===== src/rtl/nvme_pkg.sv =====
// nvme_pkg: shared definitions for the NVMe submission-queue writer.
//   sq_state_t : writer FSM states.
//   DW_*       : dword offsets of the fields inside a 64-byte SQ entry.
//   SQE_BYTES  : size of one SQ entry in bytes.
//   sq_cmd_t   : command fields latched at the command handshake.
package nvme_pkg;

    typedef enum logic [1:0] {
        IDLE   = 2'd0,
        WR_SQE = 2'd1,
        WR_DB  = 2'd2
    } sq_state_t;

    localparam int SQE_BYTES = 64;

    localparam logic [3:0] DW_CDW0    = 4'd0;
    localparam logic [3:0] DW_NSID    = 4'd1;
    localparam logic [3:0] DW_PRP1_LO = 4'd6;
    localparam logic [3:0] DW_PRP1_HI = 4'd7;
    localparam logic [3:0] DW_SLBA_LO = 4'd10;
    localparam logic [3:0] DW_SLBA_HI = 4'd11;
    localparam logic [3:0] DW_NLB     = 4'd12;
    localparam logic [3:0] DW_LAST    = 4'd15;

    typedef struct packed {
        logic [7:0]  opcode;
        logic [15:0] cid;
        logic [31:0] nsid;
        logic [63:0] slba;
        logic [15:0] nlb;
        logic [63:0] prp1;
    } sq_cmd_t;

endpackage


===== src/rtl/nvme_sqe_mux.sv =====
// nvme_sqe_mux: combinational selection of one 32-bit dword of an SQ entry.
//   cmd   in  latched command fields
//   dw    in  dword index 0..15 within the entry
//   dword out dword value; reserved dwords read as zero
module nvme_sqe_mux
    import nvme_pkg::*;
(
    input  sq_cmd_t     cmd,
    input  logic [3:0]  dw,
    output logic [31:0] dword
);

    always_comb begin
        dword = '0;
        case (dw)
            DW_CDW0:    dword = {cmd.cid, 8'h00, cmd.opcode};
            DW_NSID:    dword = cmd.nsid;
            DW_PRP1_LO: dword = cmd.prp1[31:0];
            DW_PRP1_HI: dword = cmd.prp1[63:32];
            DW_SLBA_LO: dword = cmd.slba[31:0];
            DW_SLBA_HI: dword = cmd.slba[63:32];
            DW_NLB:     dword = {16'h0000, cmd.nlb};
            default:    dword = '0;
        endcase
    end

endmodule


===== src/rtl/nvme_sq_writer.sv =====
// nvme_sq_writer: accepts one NVMe command at a time, writes the 16-dword
// submission-queue entry at the current tail over Avalon-MM, then rings the
// SQ tail doorbell and advances the tail.
//   clk_clk, reset_reset        clock, asynchronous active-high reset
//   cmd_valid/cmd_ready, cmd_*  command handshake and fields
//   sq_head                     controller-reported head (used for full test)
//   avm_*                       Avalon-MM write master
//   sq_tail, sq_full, busy      status
module nvme_sq_writer
    import nvme_pkg::*;
#(
    parameter int          SQ_DEPTH = 16,
    parameter logic [31:0] SQ_BASE  = 32'h0000_0000,
    parameter logic [31:0] DB_ADDR  = 32'h0000_1000
) (
    input  logic        clk_clk,
    input  logic        reset_reset,
    input  logic        cmd_valid,
    output logic        cmd_ready,
    input  logic [7:0]  cmd_opcode,
    input  logic [15:0] cmd_cid,
    input  logic [31:0] cmd_nsid,
    input  logic [63:0] cmd_slba,
    input  logic [15:0] cmd_nlb,
    input  logic [63:0] cmd_prp1,
    input  logic [7:0]  sq_head,
    output logic [31:0] avm_address,
    output logic        avm_write,
    output logic [31:0] avm_writedata,
    output logic [3:0]  avm_byteenable,
    input  logic        avm_waitrequest,
    output logic [7:0]  sq_tail,
    output logic        sq_full,
    output logic        busy
);

    localparam int TW = $clog2(SQ_DEPTH);

    sq_state_t     state, state_nxt;
    logic [3:0]    dw;
    logic [TW-1:0] tail;
    logic [TW-1:0] new_tail;
    sq_cmd_t       cmd_q;
    logic [31:0]   sqe_dword;
    logic [31:0]   sqe_addr;
    logic          xfer;
    logic          beat_done;

    // SQ_DEPTH is a power of two, so the TW-bit add wraps at SQ_DEPTH for free.
    assign new_tail  = tail + TW'(1);
    assign sq_tail   = 8'(tail);
    assign sq_full   = (8'(new_tail) == sq_head);
    assign xfer      = cmd_valid & cmd_ready;
    assign beat_done = avm_write & ~avm_waitrequest;
    assign sqe_addr  = SQ_BASE + 32'(tail) * 32'(SQE_BYTES) + {26'd0, dw, 2'b00};

    nvme_sqe_mux u_sqe_mux (
        .cmd   (cmd_q),
        .dw    (dw),
        .dword (sqe_dword)
    );

    always_ff @(posedge clk_clk or posedge reset_reset) begin
        if (reset_reset) begin
            state <= IDLE;
        end else begin
            state <= state_nxt;
        end
    end

    // Bus outputs are decoded from registered state only, so they stay
    // stable across waitrequest stalls and drop to zero the instant reset
    // forces IDLE.
    always_comb begin
        state_nxt      = state;
        cmd_ready      = 1'b0;
        busy           = 1'b1;
        avm_write      = 1'b0;
        avm_address    = '0;
        avm_writedata  = '0;
        avm_byteenable = '0;
        case (state)
            IDLE: begin
                busy      = 1'b0;
                cmd_ready = ~sq_full;
                if (cmd_valid && !sq_full) begin
                    state_nxt = WR_SQE;
                end
            end
            WR_SQE: begin
                avm_write      = 1'b1;
                avm_address    = sqe_addr;
                avm_writedata  = sqe_dword;
                avm_byteenable = 4'hF;
                if (!avm_waitrequest && dw == DW_LAST) begin
                    state_nxt = WR_DB;
                end
            end
            WR_DB: begin
                avm_write      = 1'b1;
                avm_address    = DB_ADDR;
                avm_writedata  = 32'(new_tail);
                avm_byteenable = 4'hF;
                if (!avm_waitrequest) begin
                    state_nxt = IDLE;
                end
            end
            default: state_nxt = IDLE;
        endcase
    end

    always_ff @(posedge clk_clk or posedge reset_reset) begin
        if (reset_reset) begin
            dw   <= '0;
            tail <= '0;
        end else begin
            if (xfer) begin
                dw <= '0;
            end else if (state == WR_SQE && beat_done) begin
                dw <= dw + 4'd1;
            end
            if (state == WR_DB && beat_done) begin
                tail <= new_tail;
            end
        end
    end

    // Command fields are pure data: captured on the handshake, never reset.
    always_ff @(posedge clk_clk) begin
        if (xfer) begin
            cmd_q.opcode <= cmd_opcode;
            cmd_q.cid    <= cmd_cid;
            cmd_q.nsid   <= cmd_nsid;
            cmd_q.slba   <= cmd_slba;
            cmd_q.nlb    <= cmd_nlb;
            cmd_q.prp1   <= cmd_prp1;
        end
    end

endmodule

===== config.mk =====
export PLATFORM = sky130hd
export DESIGN_NAME = nvme_sq_writer
export DESIGN_NICKNAME = d
export VERILOG_FILES = /design/src/rtl/nvme_pkg.sv /design/src/rtl/nvme_sqe_mux.sv /design/src/rtl/nvme_sq_writer.sv
export SDC_FILE = /design/constraint.sdc
export NUM_CORES = 1
export LEC_CHECK = 0
export BUFFER_PORTS_ARGS = -buffer_cell sky130_fd_sc_hd__buf_4
export CAP_MARGIN = 20
export CORE_MARGIN = 2
export CORE_UTILIZATION = 30
export CTS_BUF_LIST = sky130_fd_sc_hd__clkbuf_8
export DETAILED_ROUTE_END_ITERATION = 16
export GPL_ROUTABILITY_DRIVEN = 0
export SLEW_MARGIN = 5
export SYNTH_ARGS = -nofsm -noshare
export SYNTH_HDL_FRONTEND = slang
export SYNTH_SLANG_ARGS = --single-unit

===== constraint.sdc =====
create_clock -name clk_clk -period 10 [get_ports clk_clk]
set_input_delay 2 -clock clk_clk [delete_from_list [all_inputs] [get_ports clk_clk]]
set_output_delay 2 -clock clk_clk [all_outputs]
set_load 0.02 [all_outputs]

==> qor.csv <==
stage;metric;value;unit
status;status;completed;
synth;ys_seq_area_frac;0.737;
floorplanning;die_w;172;um
setup_path;path_max_fanout;4;
place;dpl_cell_area;10800;um^2
setup_path;crit_path_frequent_cell;buf_4;
floorplanning;die_area;29700;um^2
floorplanning;die-height;172;um
final_layout;multiInputGateArea;1930;um^2
timing;fin_crit_sh;0.553;
power;p_int;1.87;mW
timing;fin_skew;0.0428;ns
setup_path;startpoint;sq_head[5];
routing;vias_per_cell;4.66;
routing;wirelength;23700;um
synth;netlist_top_cells_area;edfxtp_1, a22oi_1, dfrtp_1;
global_routing;grt_overflow;0;
setup_path;crit_required;8.00;ns
synth;synth_top_area_cell;edfxtp_1;
clocking;cts.clk_slew.worst_paths;0.06;ns
routing;drtIter0Drc;438;
job;cap_violations;0;
clocking;cts_buffers;38;
synth;synth-seq-cells;210;
setup_path;crit_type;in2out;
clocking;h-tree-depth;2;
timing;fmax;181;MHz
clocking;postCtsSetupBuffers;0;
synth;ys_async_sr_fraction;0.0476;
setup_path;worst-path-stages;6;
power;p_clk_frac;0.266;
synth;synth_compound_area_frac;0.123;
floorplanning;pin_count;292;
setup_path;crit_buf_inv;2;
place;io_buffers;264;
power;power_leakage;4.39;nW
setup_path;endpoint_kind;output pin;
power;p_comb_frac;0.276;
synth;syn_area_per_cell;16.0;um^2
setup_path;cpPeakStageDelay;0.55;ns
setup_path;reg2reg_to;cmd_q[65];
global_routing;grtUsageTotal;0.159;
final_layout;drive_above_1_share;0.402;
clocking;clk_path_buf_depth;3;
power;max-vdd-ir-drop;0.000157;V
floorplanning;start_util;0.305;
clocking;hold_buffers;0;
setup_path;r2r_start;tail[0];
timing;setup_viol;0;
global_routing;grt_max_degree;205;
synth;synth_top_family_by_area;compound AO/OA/AOI/OAI gates;
timing;grt_setup_unrepaired;no;
synth;netlist_area;8490;um^2
place;dp_hpwl;15800;um
synth;synth.distinct_cells;52;
clocking;cts_tree;done;
routing;top_layer;met4;
final_layout;layout.cells.non_filler;1209;
synth;synth-edff-count;200;
timing;drv_slew;0;
final_layout;diodes;0;
setup_path;cp_cell_sequence;buf_4, or4_4, nor4_4, and2_1, nor2_1, buf_4;
synth;yosysWarnings;0;
synth;synth_top_area_share;0.707;
setup_path;reg2reg_setup_slack;7.12;ns
timing;worst_slew_pin_slew;1.37;ns
synth;synthMuxAreaShare;0.00133;
timing;hold_violations;0;
synth;synthCells;530;
global_routing;grt_pass1_wl;34400;um
synth;yosysMostFrequentCell;edfxtp_1;
final_layout;syn2layout_area_growth;34.8;%
synth;synthSimpleGateAreaFrac;0.0604;
clocking;clkSinkCount;210;
power;p_sw;0.892;mW
synth;yosys.area_share.adder;0.0133;
final_layout;fillCellCount;2588;
timing;relSlewSlack;0.0839;
setup_path;startpoint_type;input port;
global_routing;antenna_found_initial;0;
final_layout;regArea;6260;um^2
power;p_sw_frac;0.323;
hold_path;min_path_type;reg2reg;
clocking;worstSkewPairLatency;0.54;ns
routing;wl_per_cell;19.6;um
timing;holdWs;0.582;ns
clocking;cts_root_buffer;clkbuf_8;
setup_path;worstPathArrival;3.53;ns
routing;drc_errors;0;
global_routing;first_global_vias;5865;
clocking;cts.repair.resized;0;
final_layout;design_area;11400;um^2
setup_path;crit_family;simple AND/OR/NAND/NOR gates;
power;powerDensity;242;nW/um^2
setup_path;ff2ff_path_depth;5;
setup_path;slowest_stage;or4_4;
power;pwr-share-seq;0.458;
routing;dr.pass1.iters;5;
power;power;2.76;mW
synth;synth_xor_area_frac;0.0158;
routing;wirelength_met1;9400;um
routing;wl_met3;2200;um
routing;met2_length;11600;um
floorplanning;rows;61;
floorplanning;core_area;27900;um^2
synth;synth_commonest_cells;edfxtp_1, a22oi_1, buf_4, nand2_1, a31oi_1;
timing;final.min_clock_period;5.53;ns
timing;tns;0;ns
routing;antenna_left;0;
final_layout;final_nets;1026;
place;dp_cells;1143;
synth;postSynth.topFlopCell;edfxtp_1;
setup_path;crit_end;cmd_ready;
routing;dr_total_vias;5635;
## flip-flops by register name, summed over array words and instances (netlist names)
name / count
state: 2
cmd_q: 200
tail: 4
dw: 4
## kinds of logic (layout without fill, tap and decap cells)
family / after synthesis / count (layout)
AND/OR/NAND/NOR: 87 / 87
buffers and inverters: 72 / 347
multiplexers: 1 / 1
AO/OA/AOI/OAI: 138 / 138
adder cells (fa/ha/maj): 9 / 9
flip-flops: 210 / 210
other: 1 / 27
XOR/XNOR: 12 / 12
## routing by layer
metal	global-route usage	vias up
li1	-	2613
met1	0.193	2718
met2	0.265	259
met3	0.0547	45
met4	0.0504	0
met5	0	-
## worst min-delay path by stage
stage | from | end | depth (start not counted)
detailed placement | tail[3] | tail[3] | 1
CTS | tail[3] | tail[3] | 1
floorplan | state[1] | state[1] | 2
global placement | tail[3] | tail[3] | 1
global route | tail[3] | tail[3] | 1
finish | tail[3] | tail[3] | 1
## layout by cell type, fill, tap and decap left out, drive strengths merged, types with 6 or more instances in the layout
cell type,instances
conb,27
a222oi,8
a32oi,8
or2,8
ha,9
a22o,16
a31oi,22
clkinv,13
inv,19
edfxtp,200
a21oi,9
a22oi,53
nand2,23
clkbuf,38
xnor2,6
dfrtp,10
buf,274
and2,10
nor2,9
## stage by stage
step                       util  setup slack (ns)
after floorplan               -              1.90
after global routing      0.411              4.38
final                     0.411              4.47
after global placement    0.386              4.46
after CTS                 0.411              4.46
after detailed placement  0.386              4.46
## power groups by stage
stage	sequential, mW	clock (mW)	combinational, mW
3_3_place_gp	1.28	0	0.770
3_5_place_dp	1.28	0	0.778
4_1_cts	1.27	0.763	0.780
6_report	1.27	0.736	0.763
2_1_floorplan	1.30	0	0.481
5_1_grt	1.28	0.805	0.835
## cell type report
class / instances / area share
clock inverter: 28 / 0.0139
clock buffer: 38 / 0.0457
timing repair buffer: 274 / 0.181
multi-input combinational: 274 / 0.169
sequential: 210 / 0.547
tap: 378 / 0.0413
inverter: 7 / 0.00230
No activity file was read; power rests on OpenSTA's default activity.
